## config.mk

```make
export PLATFORM = sky130hd
export DESIGN_NAME = marker_display_ctrl
export DESIGN_NICKNAME = d
export VERILOG_FILES = /design/src/rtl/marker_display_ctrl.sv
export SDC_FILE = /design/constraint.sdc
export NUM_CORES = 1
export LEC_CHECK = 0
export ABC_AREA = 1
export CAP_MARGIN = 20
export CORE_MARGIN = 1
export CORE_UTILIZATION = 40
export DETAILED_ROUTE_END_ITERATION = 8
export PLACE_DENSITY = 0.69
export SLEW_MARGIN = 20
export SYNTH_ARGS = -nofsm -noshare
export SYNTH_HDL_FRONTEND = slang
export SYNTH_SLANG_ARGS = --single-unit
```

## constraint.sdc

```tcl
create_clock -name clk_i -period 1.4 [get_ports clk_i]
set_input_delay 0.21 -clock clk_i [delete_from_list [all_inputs] [get_ports clk_i]]
set_output_delay 0.21 -clock clk_i [all_outputs]
set_load 0.005 [all_outputs]
```

## src/rtl/marker_display_ctrl.sv

```systemverilog
`default_nettype none
// ============================================================================
// Module      : marker_display_ctrl
// Description : Latches a (column, row) marker position on a load strobe and
//               drives an up/down circle on the selected digit of an N-digit
//               active-low 7-segment bank. The marker can blink. A clear
//               strobe blanks the bank. An out-of-range column gives a timed
//               blinking-dash error indication.
//
// Ports       : clk_i        system clock, rising edge
//               rst_i        synchronous active-high reset
//               load_i       one-cycle strobe, samples col_i / row_i
//               col_i        marker column (digit index, 0 = digit 0)
//               row_i        1 = upper circle, 0 = lower circle
//               blink_en_i   1 = marker blinks while shown
//               clear_i      one-cycle strobe, blank and forget position
//               hex_o        digit k at [8k+7:8k], bit7 = dp, active low
//               err_o        high while the error indication is active
//               pos_valid_o  high while a valid position is held
//
// Revision    : 1.0 - initial release
// ============================================================================
module marker_display_ctrl #(
    parameter int N_DIGITS    = 6,
    parameter int COL_W       = 3,
    parameter int BLINK_DIV   = 25000000,
    parameter int ERR_TOGGLES = 6
) (
    input  logic                  clk_i,
    input  logic                  rst_i,
    input  logic                  load_i,
    input  logic [COL_W-1:0]      col_i,
    input  logic                  row_i,
    input  logic                  blink_en_i,
    input  logic                  clear_i,
    output logic [N_DIGITS*8-1:0] hex_o,
    output logic                  err_o,
    output logic                  pos_valid_o
);

    localparam int CNT_W = $clog2(BLINK_DIV);
    localparam int ERR_W = $clog2(ERR_TOGGLES + 1);

    localparam logic [1:0] c_ST_BLANK = 2'd0;
    localparam logic [1:0] c_ST_SHOW  = 2'd1;
    localparam logic [1:0] c_ST_ERROR = 2'd2;

    localparam logic [7:0] c_SEG_UP    = 8'b1001_1100;
    localparam logic [7:0] c_SEG_DOWN  = 8'b1010_0011;
    localparam logic [7:0] c_SEG_DASH  = 8'b1011_1111;
    localparam logic [7:0] c_SEG_BLANK = 8'b1111_1111;

    localparam logic [CNT_W-1:0] c_CNT_MAX      = CNT_W'(BLINK_DIV - 1);
    localparam logic [ERR_W-1:0] c_ERR_INIT     = ERR_W'(ERR_TOGGLES);
    localparam logic [ERR_W-1:0] c_ERR_LAST     = ERR_W'(1);
    // One extra bit so that N_DIGITS == 2**COL_W is representable.
    localparam logic [COL_W:0]   c_N_DIGITS_EXT = (COL_W + 1)'(N_DIGITS);

    logic [1:0]       r_state;
    logic [COL_W-1:0] r_col;
    logic             r_row;
    logic             r_pos_valid;
    logic [CNT_W-1:0] r_blink_cnt;
    logic             r_phase;
    logic [ERR_W-1:0] r_err_cnt;

    logic w_col_ok;
    logic w_wrap;

    // Columns are never folded: any code at or above N_DIGITS is an error.
    assign w_col_ok = ({1'b0, col_i} < c_N_DIGITS_EXT);
    assign w_wrap   = (r_blink_cnt == c_CNT_MAX);

    always_ff @(posedge clk_i) begin
        if (rst_i) begin
            r_state     <= c_ST_BLANK;
            r_col       <= '0;
            r_row       <= 1'b0;
            r_pos_valid <= 1'b0;
            r_blink_cnt <= '0;
            r_phase     <= 1'b1;
            r_err_cnt   <= '0;
        end else if (clear_i) begin
            r_state     <= c_ST_BLANK;
            r_pos_valid <= 1'b0;
            r_blink_cnt <= '0;
            r_phase     <= 1'b1;
            r_err_cnt   <= '0;
        end else if (load_i) begin
            // A load always restarts the timer, so a load landing on a
            // wrap edge suppresses that toggle and decrement.
            r_blink_cnt <= '0;
            r_phase     <= 1'b1;
            if (w_col_ok) begin
                r_state     <= c_ST_SHOW;
                r_col       <= col_i;
                r_row       <= row_i;
                r_pos_valid <= 1'b1;
            end else begin
                r_state   <= c_ST_ERROR;
                r_err_cnt <= c_ERR_INIT;
            end
        end else begin
            case (r_state)
                c_ST_SHOW: begin
                    if (blink_en_i) begin
                        if (w_wrap) begin
                            r_blink_cnt <= '0;
                            r_phase     <= ~r_phase;
                        end else begin
                            r_blink_cnt <= r_blink_cnt + 1'b1;
                        end
                    end else begin
                        // Steady marker: the next enable starts a fresh
                        // visible half-period.
                        r_blink_cnt <= '0;
                        r_phase     <= 1'b1;
                    end
                end
                c_ST_ERROR: begin
                    if (w_wrap) begin
                        r_blink_cnt <= '0;
                        if (r_err_cnt == c_ERR_LAST) begin
                            r_err_cnt <= '0;
                            r_phase   <= 1'b1;
                            r_state   <= r_pos_valid ? c_ST_SHOW : c_ST_BLANK;
                        end else begin
                            r_err_cnt <= r_err_cnt - 1'b1;
                            r_phase   <= ~r_phase;
                        end
                    end else begin
                        r_blink_cnt <= r_blink_cnt + 1'b1;
                    end
                end
                c_ST_BLANK: begin
                    r_blink_cnt <= '0;
                    r_phase     <= 1'b1;
                end
                default: begin
                    r_state     <= c_ST_BLANK;
                    r_blink_cnt <= '0;
                    r_phase     <= 1'b1;
                    r_err_cnt   <= '0;
                end
            endcase
        end
    end

    // Output decode is purely combinational from registered state.
    for (genvar k = 0; k < N_DIGITS; k++) begin : g_digit
        logic w_sel;
        assign w_sel = (r_state == c_ST_SHOW) && r_phase && (r_col == COL_W'(k));
        assign hex_o[8*k +: 8] =
            (r_state == c_ST_ERROR) ? (r_phase ? c_SEG_DASH : c_SEG_BLANK) :
            w_sel                   ? (r_row ? c_SEG_UP : c_SEG_DOWN)      :
                                      c_SEG_BLANK;
    end

    assign err_o       = (r_state == c_ST_ERROR);
    assign pos_valid_o = r_pos_valid;

endmodule
`default_nettype wire
```

Word-level counts from Yosys, hierarchy flattened
Index checks and enable logic that the tools add are counted.
{"block": "classes", "muxes": 33, "eq_ne": 15, "order_cmp": 1, "bitwise": 2, "add_sub_neg": 2, "n_reduce_logical": 17}
{"op": "$mux 8", "count": 10}
{"op": "$mux 25", "count": 2}
{"op": "$pmux 25 s2", "count": 1}
{"op": "$add 25x1->25 const B", "count": 1}
{"op": "$eq 25x25->1 const B", "count": 1}
{"op": "$mux 7", "count": 3}
{"op": "$mux 3", "count": 4}
{"op": "$reduce_and 3->1", "count": 3}
{"op": "$mux 2", "count": 4}
{"op": "$logic_and 1x1->1", "count": 7}
{"op": "$eq 3x1->1 const B", "count": 2}
{"op": "$eq 3x2->1 const B", "count": 2}
{"op": "$eq 3x3->1 const B", "count": 2}
{"op": "$mux 6", "count": 1}
{"op": "$ne 3x2->1 const B", "count": 2}
{"op": "$pmux 3 s2", "count": 1}
{"op": "$mux 1", "count": 5}
{"op": "$ne 2x1->1 const B", "count": 2}
{"op": "$pmux 2 s2", "count": 1}
{"op": "$reduce_and 2->1", "count": 2}
{"op": "$reduce_or 2->1", "count": 2}
{"op": "$logic_not 3->1", "count": 1}
{"op": "$lt 3x3->1 const B", "count": 1}
{"op": "$ne 3x3->1 const B", "count": 1}
{"op": "other kinds (8)", "count": 9}
{"block": "totals", "wordCells": 77, "register_bits": 36, "out_inout_bits": 50, "in_bits": 9}

Longest topological paths before layout
{"block": "depth", "ltp_word": 5, "ltp_mapped": 11, "mapped_depth_nobuf": 11}

Worst setup path before layout
No wires, ideal clock.
{"block": "synth_timing", "path_type": "register to output", "startpoint": "register r_state[0]", "endpoint": "output port hex_o[41]", "t_arrival_ns": 1.362, "path_buffers": 2, "slack_ns": -0.172, "t_required_ns": 1.190, "path_stages_with_launch": 7, "cell_sequence": "dfxtp_1 > inv_1 > ha_1 > clkbuf_1 > nor2_1 > nand2_1 > buf_4"}
{"block": "synth_via", "elab_cells_between_ends": 6, "classes_between": "2 x eq/ne; 2 x mux; 2 x reduce/logical"}
{"item": "start, declared", "line_no": "59", "rtl": "logic [1:0] r_state;"}
{"item": "start signal, assigned", "line_no": "76", "rtl": "r_state <= c_ST_BLANK;"}
{"item": "start signal, assigned", "line_no": "84", "rtl": "r_state <= c_ST_BLANK;"}
{"item": "start signal, assigned", "line_no": "95", "rtl": "r_state <= c_ST_SHOW;"}
{"item": "$eq 2x2->1"}
{"item": "net err_o", "line_no": "37", "rtl": "output logic err_o,"}
{"item": "$mux 7", "line_no": "154", "rtl": "(r_state == c_ST_ERROR) ? (r_phase ? c_SEG_DASH : c_SEG_BLANK) :"}
{"item": "end, declared", "line_no": "36", "rtl": "output logic [N_DIGITS*8-1:0] hex_o,"}
The timed path passes the listed nets, and every way through them passes these cells.

Worst setup path in the final report
{"block": "layout_timing", "startpoint": "register r_state[1]", "endpoint": "output port hex_o[24]"}
{"block": "layout_via", "elab_chain_cells": 5, "elab_cells_between_ends": 6, "classes_between": "2 x eq/ne; 2 x mux; 2 x reduce/logical"}
{"item": "$eq 2x1->1", "line_no": "152", "rtl": "assign w_sel = (r_state == c_ST_SHOW) && r_phase && (r_col == COL_W'(k));"}
{"item": "$logic_and 1x1->1 (2 in a row)", "line_no": "152"}
{"item": "$mux 8", "line_no": "155", "rtl": "w_sel ? (r_row ? c_SEG_UP : c_SEG_DOWN) :"}
{"item": "$mux 8 (*)", "line_no": "154"}
Mark *: on every way between the ends. The rest lies on a longest branch, timed or not.

==> run_results.csv <==
group,metric,value,unit
floorplan,initial_core_util,0.420,
floorplan,rows,27,
sta,rsz0062_at_grt,"yes",
worst_setup_path,critical_path_arrival,1.60,ns
logic_synthesis,syn-instance-count,356,
routing,vias,2856,
place,gp_congestion,0.864,
logic_synthesis,syn_area,2340,µm²
cells_and_area,n_antenna_cell,0,
worst_setup_path,path_class,"reg -> out",
logic_synthesis,synth_top_family_by_area,"simple AND/OR/NAND/NOR gates",
clock_tree,numCtsBuffers,5,
floorplan,ios,59,
sta,clock_skew,0.00933,ns
place,hpwl,4710,µm
clock_tree,cts_hold_buf,0,
run,max_cap_violations,0,
sta,tns,-17.19,ns
power_and_ir_drop,power,2240,µW
global_route,grt_pass1_vias,2596,
clock_tree,cts_root_buffer,"clkbuf_8",
worst_setup_path,cp_cell_sequence,"inv_2, ha_4, nand3_4, nor3_4, buf_4, nand2_4, buf_2",
sta,whs,0.479,ns
routing,wirelength,8770,µm
clock_tree,cts_tree,"built",
logic_synthesis,yosys_register_bits,36,
power_and_ir_drop,pwr-share-comb,0.170,
floorplan,die_area,6170,µm²
sta,min_period_over_period,1.29,
logic_synthesis,yosys.area_share.simple,0.380,
worst_setup_path,endpoint_kind,"output port",
worst_setup_path,rr_endpoint,"r_blink_cnt[17]",
cells_and_area,area_delta_synth_final,75.9,%
routing,firstDrtPassIters,5,
sta,fmax,552,MHz
logic_synthesis,ys_types,30,
logic_synthesis,syn_area_per_cell,6.58,µm²
clock_tree,clkSlewWorstSetupHoldPaths,0.08,ns
worst_setup_path,slowest_delay,0.37,ns
cells_and_area,final_cells,550,
place,dp_cells,508,
power_and_ir_drop,intPower,1610,µW
place,io_buffer_count,52,
worst_setup_path,startpoint_type,"register",
sta,fin_crit,1.81,ns
worst_setup_path,reg2reg_slack,-0.12,ns
global_route,grt_antenna_before_repair,0,
sta,slew_viol_final,0,
worst_setup_path,path_delay_family,"simple AND/OR/NAND/NOR gates",
routing,ant_nets,0,
power_and_ir_drop,peakVddDrop,0.000471,V
logic_synthesis,synth_compound_area_frac,0.0641,
routing,wl_per_cell,15.9,µm
worst_setup_path,r2r_cells,9,
global_route,grt_usage,0.247,
logic_synthesis,yosysWarnings,0,
logic_synthesis,synth.area.mux_share,0,
power_and_ir_drop,p_leak,0.00175,µW
run_status,violations,"setup timing",
clock_tree,cts_sinks,36,
power_and_ir_drop,pwr-share-seq,0.467,
worst_setup_path,cp_num_buf_inv,3,
routing,vias_per_cell,5.19,
sta,setup_viol,72,
floorplan,core-area,5570,µm²
logic_synthesis,synth_xor_area_frac,0.0449,
worst_setup_path,cp_slowest_cell,"dfxtp_4",
global_route,grt_max_degree,12,
power_and_ir_drop,p_clk_frac,0.363,
cells_and_area,layout.nets,491,
global_route,grt_pass1_wl,12000,µm
run_status,status,"finished with violations",
min_path,hold_depth,2,
power_and_ir_drop,p_per_area,544,nW/µm²
min_path,min_from,"pos_valid_o",
power_and_ir_drop,p_sw_frac,0.283,
sta,hold_viol_final,0,
cells_and_area,final_util,0.739,
global_route,overflow,0,
floorplan,dieHeight,78.5,µm
min_path,holdCritPathClass,"reg -> reg",
cells_and_area,final_common_cell,"buf_4",
cells_and_area,final_cell_mix,"65 x buf_4, 53 x nand2_1, 38 x nor2_1, 38 x buf_6, 33 x inv_1",
routing,first_iter_violations,159,
logic_synthesis,ys_seq_area_frac,0.308,
min_path,min_to,"pos_valid_o",
logic_synthesis,synthAdderAreaFrac,0.0267,
clock_tree,clk_path_buf_depth,2,
clock_tree,htreeDepth,2,
worst_setup_path,critPathMaxFanout,4,
worst_setup_path,cp.required,1.19,ns
clock_tree,insertion_delay,0.30,ns
worst_setup_path,r2r-start,"r_blink_cnt[0]",
power_and_ir_drop,p_sw,634,µW
cells_and_area,layout-drive-gt1-share,0.559,
routing,route.detailed.drc,0,
sta,setup_slack,-0.412,ns
floorplan,die_w,78.5,µm
[cells by family (layout without fill, tap and decap cells)]
group / Yosys count / in the layout
buffers and inverters: 75 / 189
xor gates and xnor gates: 12 / 12
AOI/OAI and AO/OA: 27 / 27
other: 1 / 6
and+or+nand+nor: 200 / 203
DFF: 36 / 36
adders and majority gates: 5 / 5
[final cells by class]
type	count	area, µm²
multi-input combinational	253	1840
clock buffer	6	82.6
inverter	42	165
sequential	36	748
tap	72	90.1
clock inverter	2	10.0
fill	371	1460
timing repair buffer	139	1190
[worst max path at each step]
stage | from | endpoint | depth (start not counted)
after CTS | r_state[0] | hex_o[40] | 7
after global placement | r_state[1] | hex_o[18] | 6
after detailed placement | r_state[1] | hex_o[25] | 6
after floorplan | r_state[0] | hex_o[43] | 6
final | r_state[1] | hex_o[24] | 7
after global routing | r_state[1] | hex_o[24] | 7
[tightest hold or removal path, cell delays in order (launching register included)]
cell	delay, ns
dfxtp_1	0.31
inv_1	0.06
a21oi_1	0.06
[layer usage]
layer | part of all wire | wire length [µm] | GRT usage
met5 | 0 | 0 | 0
met4 | 0.034 | 298 | 0.0852
met3 | 0.054 | 471 | 0.0430
met2 | 0.53 | 4670 | 0.463
met1 | 0.38 | 3330 | 0.276
[power by group through the flow]
stage          Sequential [µW]  Combinational, µW  Clock [µW]
3_3_place_gp              1070                234           0
6_report                  1050                380         813
4_1_cts                   1050                340         799
5_1_grt                   1050                402         841
3_5_place_dp              1070                236           0
2_1_floorplan             1070                129           0
[per-stage QoR]
| stage | instance area [µm²] | worst slack, ns |
|---|---|---|
| detailed placement | 3200 | -0.414 |
| global placement | 3200 | -0.348 |
| global route | 4120 | -0.459 |
| CTS | 3760 | -0.366 |
| floorplan | 2410 | 0.00733 |
| finish | 4120 | -0.412 |
[synth_stat cells]
cell	instances	area (µm²)
a211oi_1	4	30.0
a21oi_1	9	45.0
a31oi_1	2	12.5
buf_4	30	225
buf_6	2	22.5
clkbuf_1	1	3.75
conb_1	1	3.75
dfxtp_1	36	721
ha_1	5	62.6
inv_1	41	154
inv_2	1	3.75
nand2_1	83	312
nand2_2	3	18.8
nand2_4	1	11.3
nand3_1	10	50.1
nand3_2	1	10.0
nand3b_1	1	7.51
nand4_1	7	43.8
nor2_1	66	248
nor2_2	4	25.0
nor2_4	3	33.8
nor3_1	15	75.1
nor3_2	3	30.0
nor3b_1	1	7.51
nor3b_2	1	12.5
o211ai_1	1	7.51
o21ai_0	11	55.1
or2_2	1	6.26
xnor2_1	5	43.8
xor2_1	7	61.3
[flip-flops by register name (all words and copies together) (netlist names)]
name	cells
r_row	1
r_blink_cnt	25
pos_valid_o	1
r_state	2
r_err_cnt	3
r_phase	1
r_col	3
[timing repair]
action / 4_1_cts / 5_1_grt
cloned: 3 / 0
buffers inserted: 25 / 7
pin swaps: 34 / 39
endpoints found under the setup margin: 74 / 74
resized for setup: 270 / 94
Power figures use the tool's default switching activity.
==> RTL change 1: new RTL, config.mk and constraints unchanged <==
Register the output `hex_o`, without a reset; this adds one clock of latency there. The other outputs are not delayed to match.
--- a/src/rtl/marker_display_ctrl.sv
+++ b/src/rtl/marker_display_ctrl.sv
@@ -55,6 +55,8 @@
     localparam logic [ERR_W-1:0] c_ERR_LAST     = ERR_W'(1);
     // One extra bit so that N_DIGITS == 2**COL_W is representable.
     localparam logic [COL_W:0]   c_N_DIGITS_EXT = (COL_W + 1)'(N_DIGITS);
+
+    logic [N_DIGITS*8-1:0] hex_d;
 
     logic [1:0]       r_state;
     logic [COL_W-1:0] r_col;
@@ -150,7 +152,7 @@
     for (genvar k = 0; k < N_DIGITS; k++) begin : g_digit
         logic w_sel;
         assign w_sel = (r_state == c_ST_SHOW) && r_phase && (r_col == COL_W'(k));
-        assign hex_o[8*k +: 8] =
+        assign hex_d[8*k +: 8] =
             (r_state == c_ST_ERROR) ? (r_phase ? c_SEG_DASH : c_SEG_BLANK) :
             w_sel                   ? (r_row ? c_SEG_UP : c_SEG_DOWN)      :
                                       c_SEG_BLANK;
@@ -159,5 +161,9 @@
     assign err_o       = (r_state == c_ST_ERROR);
     assign pos_valid_o = r_pos_valid;
 
+    always_ff @(posedge clk_i) begin
+        hex_o <= hex_d;
+    end
+
 endmodule
 `default_nettype wire
Behaviour: not the same (Yosys sat finds a counterexample within 4 cycles, from zero or initial values and one cycle with rst_i high).
==> RTL change 1 against the unedited design <==
  * The run ends with design-rule violations, negative setup slack left
  * Synthesized area grew 16%
  * Sequential share of layout area grew 9.8 points
  * Critical path depth is the same
  * Design area shrank 3.0%
  * Total power grew 23%
  * Routed wire length shrank 29%
  * Global-route usage shrank 7.9 points
  * Worst setup slack gained 340 ps
  * Sequential cell count grew 18
  * Largest cell class unchanged
  * Combinational power shrank 34%
==> RTL change 1: results <==
{
  "met3_usage_pct": 3.24,
  "wire_per_inst_um": 11.9,
  "skew_ps": 8.67,
  "ys_top_cells_by_count": "nand2_1, dfxtp_1, nor2_1, inv_1, buf_4",
  "ys_types": 31,
  "dp.cells": 505,
  "drive_gt1_share_pct": 38.0,
  "synth_area_leaders": "dfxtp_1, buf_4, nand2_1, nor2_1, nor2_2",
  "regArea_um2": 1120,
  "setup_viol": 5,
  "insertion_delay_ps": 320,
  "wl_met2_mm": 3.18,
  "grt_max_degree": 20,
  "leakage_nw": 1.54,
  "tns_ps": -139,
  "p_comb_share_pct": 9.1,
  "fin_ws_ps": -71.5,
  "grt_pass1_vias": 2241,
  "synth_seq_area_share_pct": 39.9,
  "drc": 7,
  "fin_nets": 460,
  "viasPerCell": 4.71,
  "outcome": "finished with violations",
  "violations": "design-rule violations, negative setup slack",
  "dp_hpwl_mm": 4.12,
  "cp_slowest_cell": "dfxtp_2",
  "first_pass_iters": 7,
  "syn_area_per_cell_um2": 7.70
}
RTL change 1: changes by cell type after synthesis, moves of 3 or more:
cell / before / now
nand2_1: 83 / 60
nor2_2: 4 / 24
dfxtp_1: 36 / 54
nor2_1: 66 / 49
nor3_1: 15 / 4
nand3_1: 10 / 19
o21ai_0: 11 / 4
nand2_2: 3 / 6
nand4_1: 7 / 4
nor2_4: 3 / 6
RTL change 1: area by class of cell:
| type | count | share of cell area, % |
|---|---|---|
| flip-flops and latches | 54 | 27.9 |
| well taps | 77 | 2.41 |
| repair inverters | 3 | 0.783 |
| clock buffers | 5 | 1.72 |
| inverters | 43 | 4.35 |
| clock inverters | 3 | 0.658 |
| multi-input cells | 228 | 36.0 |
| repair buffers | 111 | 26.1 |
RTL change 1: worst max-delay path, delay by kind of cell, from the launching register on:
kind                   cells  cell delay [ps]
buffers and inverters      1              110
AND/OR/NAND/NOR            5              720
XOR/XNOR                   1              190
flip-flops                 1              370
RTL change 1: repair_timing:
item	4_1_cts	5_1_grt
pin swaps	5	14
resized for setup	33	80
cloned	3	0
buffers inserted	5	6
setup endpoints to repair	55	70
RTL change 1: worst max path at each step:
stage	start	end
3_5_place_dp	rst_i	r_blink_cnt[17]
6_report	r_blink_cnt[0]	r_blink_cnt[17]
5_1_grt	r_blink_cnt[0]	r_blink_cnt[17]
3_3_place_gp	rst_i	r_blink_cnt[18]
4_1_cts	r_blink_cnt[0]	r_blink_cnt[19]
2_1_floorplan	r_blink_cnt[0]	r_blink_cnt[18]
RTL change 1: logic make-up (layout without fill, tap and decap cells):
logic type	after synthesis	count (layout)	synth area share, %
simple gates	181	181	32.7
buf+inv	75	165	15.5
flops	54	54	39.9
compound gates	20	20	4.34
xor+xnor	16	16	5.17
fa+ha+maj	5	5	2.31
other cells	1	6	0.138
==> RTL change 2: new RTL, same settings <==
Made on the original files. Change the parameter `COL_W` from 3 to 6.
--- a/src/rtl/marker_display_ctrl.sv
+++ b/src/rtl/marker_display_ctrl.sv
@@ -22,7 +22,7 @@
 // ============================================================================
 module marker_display_ctrl #(
     parameter int N_DIGITS    = 6,
-    parameter int COL_W       = 3,
+    parameter int COL_W       = 6,
     parameter int BLINK_DIV   = 25000000,
     parameter int ERR_TOGGLES = 6
 ) (
Interface: changed (resized col_i); port bits go from 59 to 62. No check against the original RTL was run, so the function may have changed too.
==> RTL change 2 against the unedited design <==
  * The run still ends with negative setup slack left
  * Hold slack got worse by 6.1 ps
  * Clock skew fell by 1.3 ps
  * Worst setup slack worse by 200 ps
  * Global-route usage is 1.6 points lower
  * Cell count increased by 2.2%
  * Routed wire length is 15% lower
  * First-iteration DRC count down 38%
  * Sequential cell count increased by 3
  * Design area down 2.7%
  * Total power is 2.1% lower
  * Synthesized area rose by 5.7%
  * Largest power group unchanged
==> RTL change 2: results <==
{
  "track_usage_pct": 23.1,
  "fin_nets": 503,
  "largestRegisters": "r_blink_cnt x25, r_col x6, r_err_cnt x3",
  "dp_hpwl_mm": 4.67,
  "wl_met1_mm": 3.09,
  "ys_top_cells_by_count": "nor2_1, nand2_1, inv_1, dfxtp_1, buf_4",
  "synth_seq_area_share_pct": 31.5,
  "drive_gt1_share_pct": 46.2,
  "synth-adder-area-share_pct": 2.53,
  "met2_usage_pct": 41.3,
  "via_count": 2758,
  "synth_xor_area_share_pct": 4.95,
  "setup_viol": 68,
  "wl_met2_mm": 3.69,
  "first_iter_violations": 98,
  "violations": "negative setup slack",
  "vdd_ir_drop_max_mv": 0.566,
  "grt_pass1_wl_mm": 11.5,
  "dr_wl_met3_um": 473,
  "synth_compound_area_share_pct": 4.04,
  "yosysTopAreaCellShare_pct": 31.5,
  "place_area_um2": 3360,
  "skew_ps": 8.02,
  "grt_max_degree": 13,
  "met1_usage_pct": 26.2,
  "cp-startpoint": "r_state[0]",
  "rr_startpoint": "r_state[1]",
  "outcome": "finished with violations",
  "numPortBuffers": 55,
  "synth_most_common_cell": "nor2_1",
  "gp_congestion": 0.924,
  "fin_ws_ps": -614
}
## RTL change 2: cell type report
type / count / area (um^2)
clock buffer: 5 / 68.8
clock inverter: 3 / 15.0
fill: 475 / 1950
inverter: 43 / 176
multi-input combinational: 256 / 1710
sequential: 39 / 797
tap: 75 / 93.8
timing repair buffer: 141 / 1140
## RTL change 2: power breakdown
| group | leakage [nW] | switching [mW] | internal (mW) | total (mW) |
|---|---|---|---|---|
| clock network | 0.0477 | 0.402 | 0.341 | 0.743 |
| registers | 0.321 | 0.00814 | 1.12 | 1.13 |
| logic | 1.29 | 0.161 | 0.163 | 0.324 |
| total | 1.65 | 0.571 | 1.62 | 2.19 |
## RTL change 2: metrics by stage
stage / setup TNS [ps] / utilization (%) / setup slack (ps) / cells
global placement: -18600 / 56.3 / -413 / 524
CTS: -20010 / 63.7 / -565 / 558
floorplan: -467 / - / -34.5 / 369
detailed placement: -21200 / 56.3 / -475 / 524
finish: -22420 / 67.3 / -614 / 562
global route: -28430 / 67.3 / -690 / 562
## RTL change 2: worst paths after layout
| check | to | slack, ps | cells past startpoint |
|---|---|---|---|
| setup / recovery | hex_o[25] | -610 | 7 |
| hold / removal | pos_valid_o | 470 | 2 |
| setup reg to reg | r_state[1] | -210 | 11 |
| hold reg to reg | pos_valid_o | 470 | 2 |
## RTL change 2: repair_timing
action,4_1_cts,5_1_grt
setup buffers,26,4
gates resized for setup,217,46
pin swaps,44,23
endpoints found under the setup margin,73,74
gates cloned,3,0
hold endpoints to repair,0,0
## RTL change 2: worst max-delay path: stages (launching register included)
cell     delay [ps]
dfxtp_4         370
ha_4            150
nand4_1         160
buf_4           200
nor4_4          290
buf_4           170
nand2_4          50
buf_6           110
